[src/rtl/wb_stream_cfg_if.sv]
// wb_stream_cfg_if: Wishbone slave bus bundle for the stream writer config block
interface wb_stream_cfg_if;
  logic [4:0]  wb_adr_i;
  logic [31:0] wb_dat_i;
  logic [3:0]  wb_sel_i;
  logic        wb_we_i;
  logic        wb_cyc_i;
  logic        wb_stb_i;
  logic [31:0] wb_dat_o;
  logic        wb_ack_o;
  logic        wb_err_o;
  logic        wb_rty_o;
  modport slave (
    input  wb_adr_i, wb_dat_i, wb_sel_i, wb_we_i, wb_cyc_i, wb_stb_i,
    output wb_dat_o, wb_ack_o, wb_err_o, wb_rty_o
  );
  modport master (
    output wb_adr_i, wb_dat_i, wb_sel_i, wb_we_i, wb_cyc_i, wb_stb_i,
    input  wb_dat_o, wb_ack_o, wb_err_o, wb_rty_o
  );
endinterface

[src/rtl/wb_stream_cfg.sv]
// wb_stream_cfg: Wishbone register bank and buffer sequencer for the stream-to-memory writer
module wb_stream_cfg #(
  parameter int WB_AW = 32,
  parameter int WB_DW = 32
) (
  input  logic              wb_clk_i,
  input  logic              wb_rst_ni,
  wb_stream_cfg_if.slave    bus,
  input  logic              mon_cyc_i,
  input  logic              mon_ack_i,
  input  logic              mon_err_i,
  output logic              enable,
  output logic [WB_AW-1:0]  start_adr,
  output logic [WB_AW-1:0]  buf_size,
  output logic [WB_AW-1:0]  burst_size,
  output logic              continous,
  output logic              irq
);
  typedef enum logic [1:0] {IDLE, RUN, DRAIN} state_t;
  state_t state, state_nxt;
  logic             irq_en, done, err, cfg_err, ack;
  logic [WB_AW-1:0] word_cnt;
  logic [31:0]      buf_cnt, rdata, dat_o;
  logic             acc, wr, cfg_wr, ctrl_wr, stat_wr, go, mack, merr, last, cfg_ok;
  logic             start_ok, start_bad, buf_end, set_err;
  logic [2:0]       rsel;
  logic             unused_adr;
  if (WB_DW != 32) begin : g_dw_check
    $error("wb_stream_cfg requires WB_DW == 32");
  end
  assign acc       = bus.wb_cyc_i & bus.wb_stb_i & ~ack;
  assign wr        = acc & bus.wb_we_i & (&bus.wb_sel_i);
  assign rsel      = bus.wb_adr_i[4:2];
  assign unused_adr = ^bus.wb_adr_i[1:0];
  assign cfg_wr    = wr & (state == IDLE);
  assign ctrl_wr   = wr & (rsel == 3'd0);
  assign stat_wr   = wr & (rsel == 3'd1);
  assign go        = bus.wb_dat_i[0];
  assign mack      = mon_cyc_i & mon_ack_i;
  assign merr      = mon_cyc_i & mon_err_i;
  assign last      = word_cnt == buf_size - WB_AW'(1);
  assign cfg_ok    = (buf_size != '0) & (burst_size != '0) & (burst_size <= buf_size);
  assign start_ok  = (state == IDLE) & ctrl_wr & go & cfg_ok;
  assign start_bad = (state == IDLE) & ctrl_wr & go & ~cfg_ok;
  assign buf_end   = (state == RUN) & mack & last;
  assign set_err   = (state == RUN) & merr;
  assign enable    = state == RUN;
  assign bus.wb_ack_o = ack;
  assign bus.wb_dat_o = dat_o;
  assign bus.wb_err_o = 1'b0;
  assign bus.wb_rty_o = 1'b0;
  // Next state: errors and stop requests force a drain so the writer can finish its bus cycle
  always_comb begin
    state_nxt = state == IDLE ? (start_ok ? RUN : IDLE) :
                state == RUN  ? ((merr | (ctrl_wr & ~go) | (buf_end & ~continous)) ? DRAIN : RUN) :
                (mon_cyc_i ? DRAIN : IDLE);
  end
  // Register readback mux, sampled into dat_o together with the ack
  always_comb begin
    rdata = '0;
    case (rsel)
      3'd0:    rdata = {29'd0, irq_en, continous, enable};
      3'd1:    rdata = {28'd0, cfg_err, err, done, state != IDLE};
      3'd2:    rdata = 32'(start_adr);
      3'd3:    rdata = 32'(buf_size);
      3'd4:    rdata = 32'(burst_size);
      3'd5:    rdata = 32'(word_cnt);
      3'd6:    rdata = buf_cnt;
      default: rdata = '0;
    endcase
  end
  // Sequencer state register
  always_ff @(posedge wb_clk_i or negedge wb_rst_ni) begin
    if (!wb_rst_ni) state <= IDLE;
    else state <= state_nxt;
  end
  // Single-cycle ack, never back-to-back, read data captured with it
  always_ff @(posedge wb_clk_i or negedge wb_rst_ni) begin
    if (!wb_rst_ni) begin
      ack   <= 1'b0;
      dat_o <= '0;
    end else begin
      ack <= acc;
      if (acc) dat_o <= rdata;
    end
  end
  // Configuration registers; transfer geometry is frozen while a transfer is active
  always_ff @(posedge wb_clk_i or negedge wb_rst_ni) begin
    if (!wb_rst_ni) begin
      irq_en     <= 1'b0;
      continous  <= 1'b0;
      start_adr  <= '0;
      buf_size   <= '0;
      burst_size <= '0;
    end else begin
      if (ctrl_wr) irq_en <= bus.wb_dat_i[2];
      if (cfg_wr && rsel == 3'd0) continous <= bus.wb_dat_i[1];
      if (cfg_wr && rsel == 3'd2) start_adr <= WB_AW'(bus.wb_dat_i);
      if (cfg_wr && rsel == 3'd3) buf_size <= WB_AW'(bus.wb_dat_i);
      if (cfg_wr && rsel == 3'd4) burst_size <= WB_AW'(bus.wb_dat_i);
    end
  end
  // Sticky status flags with write-1-to-clear; a new event wins over a clear
  always_ff @(posedge wb_clk_i or negedge wb_rst_ni) begin
    if (!wb_rst_ni) begin
      done    <= 1'b0;
      err     <= 1'b0;
      cfg_err <= 1'b0;
      irq     <= 1'b0;
    end else begin
      done    <= buf_end | (done & ~(stat_wr & bus.wb_dat_i[1]));
      err     <= set_err | (err & ~(stat_wr & bus.wb_dat_i[2]));
      cfg_err <= start_bad | (cfg_err & ~(stat_wr & bus.wb_dat_i[3]));
      irq     <= irq_en & (done | err | cfg_err);
    end
  end
  // Word and buffer counters; an erroring buffer-end ack is counted without wrapping
  always_ff @(posedge wb_clk_i or negedge wb_rst_ni) begin
    if (!wb_rst_ni) begin
      word_cnt <= '0;
      buf_cnt  <= '0;
    end else begin
      if (start_ok) word_cnt <= '0;
      else if (state != IDLE && mack) word_cnt <= (buf_end && !merr) ? '0 : word_cnt + WB_AW'(1);
      if (buf_end) buf_cnt <= buf_cnt + 32'd1;
    end
  end
endmodule

[src/flat_wrapper.sv]
// flat-port wrapper written by rule: the top's interface ports become plain ports
module wb_stream_cfg_flat 
#(
  parameter int WB_AW = 32,
  parameter int WB_DW = 32
)
  (wb_clk_i, wb_rst_ni, mon_cyc_i, mon_ack_i, mon_err_i, enable, start_adr, buf_size, burst_size, continous, irq, bus_wb_adr_i, bus_wb_dat_i, bus_wb_sel_i, bus_wb_we_i, bus_wb_cyc_i, bus_wb_stb_i, bus_wb_dat_o, bus_wb_ack_o, bus_wb_err_o, bus_wb_rty_o);
  wb_stream_cfg_if bus_i ();
  input  logic wb_clk_i;
  input  logic wb_rst_ni;
  input  logic mon_cyc_i;
  input  logic mon_ack_i;
  input  logic mon_err_i;
  output logic enable;
  output logic [WB_AW-1:0] start_adr;
  output logic [WB_AW-1:0] buf_size;
  output logic [WB_AW-1:0] burst_size;
  output logic continous;
  output logic irq;
  input wire logic [$bits(bus_i.wb_adr_i)-1:0] bus_wb_adr_i;
  input wire logic [$bits(bus_i.wb_dat_i)-1:0] bus_wb_dat_i;
  input wire logic [$bits(bus_i.wb_sel_i)-1:0] bus_wb_sel_i;
  input wire logic [$bits(bus_i.wb_we_i)-1:0] bus_wb_we_i;
  input wire logic [$bits(bus_i.wb_cyc_i)-1:0] bus_wb_cyc_i;
  input wire logic [$bits(bus_i.wb_stb_i)-1:0] bus_wb_stb_i;
  output wire logic [$bits(bus_i.wb_dat_o)-1:0] bus_wb_dat_o;
  output wire logic [$bits(bus_i.wb_ack_o)-1:0] bus_wb_ack_o;
  output wire logic [$bits(bus_i.wb_err_o)-1:0] bus_wb_err_o;
  output wire logic [$bits(bus_i.wb_rty_o)-1:0] bus_wb_rty_o;
  assign bus_i.wb_adr_i = bus_wb_adr_i;
  assign bus_i.wb_dat_i = bus_wb_dat_i;
  assign bus_i.wb_sel_i = bus_wb_sel_i;
  assign bus_i.wb_we_i = bus_wb_we_i;
  assign bus_i.wb_cyc_i = bus_wb_cyc_i;
  assign bus_i.wb_stb_i = bus_wb_stb_i;
  assign bus_wb_dat_o = bus_i.wb_dat_o;
  assign bus_wb_ack_o = bus_i.wb_ack_o;
  assign bus_wb_err_o = bus_i.wb_err_o;
  assign bus_wb_rty_o = bus_i.wb_rty_o;
  wb_stream_cfg #(.WB_AW(WB_AW), .WB_DW(WB_DW)) u_core (.wb_clk_i(wb_clk_i), .wb_rst_ni(wb_rst_ni), .bus(bus_i), .mon_cyc_i(mon_cyc_i), .mon_ack_i(mon_ack_i), .mon_err_i(mon_err_i), .enable(enable), .start_adr(start_adr), .buf_size(buf_size), .burst_size(burst_size), .continous(continous), .irq(irq));
endmodule
[config.mk]
export PLATFORM = sky130hd
export DESIGN_NAME = wb_stream_cfg_flat
export DESIGN_NICKNAME = d
export VERILOG_FILES = /design/src/rtl/wb_stream_cfg_if.sv /design/src/rtl/wb_stream_cfg.sv /design/src/flat_wrapper.sv
export SDC_FILE = /design/constraint.sdc
export NUM_CORES = 1
export LEC_CHECK = 0
export CORE_UTILIZATION = 35
export CTS_BUF_LIST = sky130_fd_sc_hd__clkbuf_16
export CTS_CLUSTER_SIZE = 14
export DETAILED_ROUTE_END_ITERATION = 8
export GPL_TIMING_DRIVEN = 0
export PLACE_DENSITY_LB_ADDON = 0.3
export SLEW_MARGIN = 10
export SYNTH_ARGS = -nofsm -noshare
export SYNTH_HDL_FRONTEND = slang
export SYNTH_SLANG_ARGS = --single-unit
[constraint.sdc]
create_clock -name wb_clk_i -period 3.7 [get_ports wb_clk_i]
set_clock_uncertainty 0.2 [all_clocks]
set_input_delay 0.74 -clock wb_clk_i [delete_from_list [all_inputs] [get_ports wb_clk_i]]
set_output_delay 0.74 -clock wb_clk_i [all_outputs]
set_load 0.01 [all_outputs]
# == After elaboration in Yosys (flattened, before gate mapping) ==
# Index checks and enable logic that the tools add are counted.
# totals
register_bits,201
output_inout_bits,134
wordCells,90
# classes
n_eq_ne,8
n_reduce_logical,14
n_mux,9
n_lt_le_gt_ge,1
add_sub_neg,3
bitwise_logic,41
# op_table
op,count
one-hot mux 32 bit (7 select lines),1
two-way mux 32 bit,3
adder 32 x 1 -> 32 bit (second input constant),2
nonzero test 32 bit,2
== test 32 bit,1
less-or-equal comparator 32 bit,1
subtractor 32 x 1 -> 32 bit (second input constant),1
AND 1 bit,27
== test 3 bit (second input constant),3
two-way mux 2 bit,4
inverter 1 bit,7
bitwise OR 1 bit,7
== test 3 x 2 -> 1 bit (second input constant),2
logical AND 1 bit,6
AND reduction 4 bit,1
nonzero test 2 bit,2
== test 3 x 1 -> 1 bit (second input constant),1
zero test 3 bit,1
== test 2 x 1 -> 1 bit (second input constant),1
zero test 2 bit,1
zero test 1 bit,1
two-way mux 1 bit,1

# == Logic depth before layout (Yosys ltp) ==
# logic_depth
ltp_word,11
depth_mapped,13
mapped_depth_nobuf,11

# == Worst setup path before layout ==
# Ideal clock, no wire load.
# synth_timing
kind,reg-to-reg
startpoint,register u_core.buf_size[0]
endpoint,register u_core.buf_cnt[27]
setup_ps,79
setup_slack_ps,-159
t_arrival_ps,3579
t_required_ps,3421
path_buffers,2
stages_incl_launch_ff,14
cell_sequence,dfrtp_1 > inv_1 > ha_1 > nor4b_4 > nand3_1 > xnor2_1 > or4_1 > or4_4 > nor4_4 > or4b_1 > buf_4 > buf_6 > nor3_2 > xor2_1
# synth_via
elab_chain_cells,3
# synth_lines
element,line_no,source
"start, declared",wb_stream_cfg.sv:14,"output logic [WB_AW-1:0] buf_size,"
"start signal, assigned",wb_stream_cfg.sv:99,if (cfg_wr && rsel == 3'd3) buf_size <= WB_AW'(bus.wb_dat_i);
subtractor 32 x 1 -> 32 bit,wb_stream_cfg.sv:41,assign last = word_cnt == buf_size - WB_AW'(1);
== test 32 bit,wb_stream_cfg.sv:41,
AND 1 bit,wb_stream_cfg.sv:45,assign buf_end = (state == RUN) & mack & last;
"end signal, assigned",wb_stream_cfg.sv:125,if (buf_end) buf_cnt <= buf_cnt + 32'd1;
"end, declared",wb_stream_cfg.sv:23,"logic [31:0] buf_cnt, rdata, dat_o;"
# Every way passes these cells.
# A chain may end at the register's enable or synchronous reset.

# == Final worst setup path ==
# layout_timing
startpoint,register u_core.buf_size[22]
endpoint,register u_core.buf_cnt[17]
# The elaborated chain is that of the path after synthesis.

==> results.yml <==
finish:
  seq_area_um2: 5040
  stdcell_count: 1809
  fin_util: 0.486
  diodes: 0
  areaGrowthSynthToFinish_pct: 36.4
  design_area_um2: 15800
  fillers: 3048
  drive_gt1_frac: 0.230
  final_nets: 1437
  multi_input_area_um2: 6630
logic_synthesis:
  yosys-top-cells-area: "dfrtp_1, mux2_2, ha_1"
  synth.top_cell.area_share: 0.434
  avgSynthCellArea_um2: 10.4
  synth_edf_count: 0
  synth-async-reset-ratio: 1.00
  ys_warn_count: 0
  ys_top_cells_by_count: "dfrtp_1, mux2_2, nand2_1"
  yosysTopAreaCell: "dfrtp_1"
  yosysMostFrequentCell: "dfrtp_1"
  syn-cell-area_um2: 11600
  ys_seq_area_frac: 0.434
  synth_cell_types: 69
  synthCells: 1113
  synth_seq_cells: 201
  synth_ff_type: "dfrtp_1"
setup_path:
  crit_cells: 12
  reg2regPathDepth: 12
  cp_top_family: "simple AND/OR/NAND/NOR gates"
  worstPathCellList: "buf_6, or4_4, or4_1, a21o_1, mux2i_1, nand4bb_1, nor4_4, or4b_4, buf_12, buf_12, nor3_4, xor2_1"
  critPathMaxFanout: 5
  start_kind: "flip-flop"
  crit_top_cell: "buf_12"
  critical_path_required_ps: 3950
  worstSetupPathType: "reg2reg"
  worst_path_largest_cell_delay_ps: 530
  critPathSlowestCell: "or4_4"
  worst_setup_path_end_kind: "flip-flop"
  arrival_ps: 4170
  crit_buf_inv: 3
pwr:
  fin_total_pwr_mw: 5.45
  pwr-share-clk: 0.437
  p_sw_mw: 1.44
  peakVddDrop_v: 0.000291
  internal_power_mw: 4.01
  power_frac_seq: 0.423
  swShare: 0.265
  power_per_cell_area_nw_per_um2: 345
  leakagePower_nw: 7.20
  power_frac_comb: 0.140
timing:
  worst_pin_slew_ps: 1440
  drv_slew: 0
  finalCritPeriodShare: 1.06
  worst_hold_slack_ps: 36.6
  setup_slack_ps: -218
  setup_violations: 62
  min_period_ps: 3920
  rsz0062_at_grt: "yes"
  tns_ps: -8460
  finalHoldViolCount: 0
  relSlewSlack: 0.0381
  fmax_mhz: 255
place:
  io_buffer_count: 175
  placed_area_um2: 13900
  dpl.hpwl_mm: 28.9
  placed_cells: 1732
  pre_cts_ws_ps: -1020
  gp_congestion: 0.934
clocking:
  clk_pin_slew_ps: 60
  ctsLongestPathBuffers: 3
  clock-sinks: 201
  htree_num_levels: 1
  cts_buffers: 24
  insertion_delay_ps: 520
  clock-root-buffer: "clkbuf_16"
  cts_hold_buf: 0
  cts_tree: "done"
status:
  violations: "negative setup slack"
  status: "complete, but fails checks"
floorplan:
  core_area_um2: 32500
  start_util: 0.356
  die_w_um: 184
  placementRows: 66
  chipHeight_um: 184
  ios: 183
  die-area_um2: 33800
global_route:
  grt_pass1_wl_mm: 61.1
  grt-ovfl-total: 0
  grt_usage: 0.238
  grt_max_degree: 107
  antenna_found_initial: 0
  grt_pass1_vias: 9809
route:
  wl_mm: 41.0
  vias: 10300
  dr.first_iter.drc_count: 728
  antenna_left: 0
  dr.pass1.iters: 6
  routedWlPerCell_um: 22.7
  route.detailed.drc: 0
  vias_per_cell: 5.67
hold_path:
  hold_class: "in2async"
job:
  drv_cap: 0
-- layout make-up --
class                   count  area share
clock inverters            16      0.0101
multi-input cells         798       0.420
flip-flops and latches    201       0.319
clock buffers              25      0.0396
inverters                  50      0.0119
repair buffers            213       0.141
plain buffers              64      0.0239
well taps                 442      0.0350
-- placed cells by master, fill, tap and decap left out, types with 34 or more instances in the layout --
| master | netlist | routed |
|---|---|---|
| nand2_1 | 86 | 86 |
| xnor2_1 | 42 | 41 |
| dfrtp_1 | 201 | 193 |
| xor2_1 | 50 | 50 |
| inv_1 | 50 | 52 |
| o21ai_0 | 47 | 41 |
| nand4_1 | 34 | 34 |
| clkdlybuf4s50_1 | 0 | 174 |
| mux2_2 | 129 | 129 |
| ha_1 | 36 | 35 |
| nand3_1 | 35 | 35 |
| clkbuf_1 | 46 | 43 |
-- what timing repair did --
action                                  4_1_cts  5_1_grt
gates cloned                                  3        2
setup buffers                                21       14
gates resized for setup                      84       76
endpoints found under the setup margin       66       87
pin swaps                                    44       42
-- per-layer routing --
layer,vias up,share of wire,track usage
met2,439,0.47,0.383
met3,80,0.086,0.0444
met1,5121,0.42,0.321
met5,-,0,0
li1,4612,-,-
met4,0,0.028,0.0783
-- flip-flops by register name (all words and copies together) (netlist names) --
signal	flops
u_core.buf_cnt	32
u_core.buf_size	32
u_core.burst_size	32
u_core.bus.wb_dat_o	32
u_core.start_adr	32
u_core.word_cnt	32
u_core.state	2
u_core.bus.wb_ack_o	1
u_core.cfg_err	1
u_core.continous	1
u_core.done	1
u_core.err	1
u_core.irq	1
u_core.irq_en	1
-- power by group through the flow --
stage,Clock (mW),Combinational [mW],Sequential (mW)
after global routing,2.52,0.824,2.31
after CTS,2.41,0.716,2.31
final,2.38,0.761,2.31
after floorplan,0,0.364,2.34
after detailed placement,0,0.692,2.35
after global placement,0,0.678,2.35
-- final timing paths --
| kind | end | startpoint | slack (ps) |
|---|---|---|---|
| max | u_core.buf_cnt[17] | u_core.buf_size[22] | -220 |
| min | u_core.burst_size[9] | wb_rst_ni | 40 |
| max reg2reg | u_core.buf_cnt[17] | u_core.buf_size[22] | -220 |
| min reg2reg | u_core.bus.wb_dat_o[24] | u_core.bus.wb_dat_o[24] | 280 |
| max in group asynchronous | u_core.burst_size[25] | wb_rst_ni | 2260 |
| min in group wb_clk_i | u_core.bus.wb_dat_o[24] | u_core.bus.wb_dat_o[24] | 280 |
-- cell families (layout without fill, tap and decap cells) --
logic type               count (synthesis)  after routing  share of synthesized area
AO/OA/AOI/OAI                          194            194                      0.120
adder cells (fa/ha/maj)                 36             36                     0.0389
other                                    1              2                   0.000324
flip-flops                             201            201                      0.434
XOR/XNOR                                92             92                     0.0696
AND/OR/NAND/NOR                        334            334                      0.160
multiplexers                           140            140                      0.136
buffers and inverters                  115            368                     0.0405
Power figures use the tool's default switching activity.
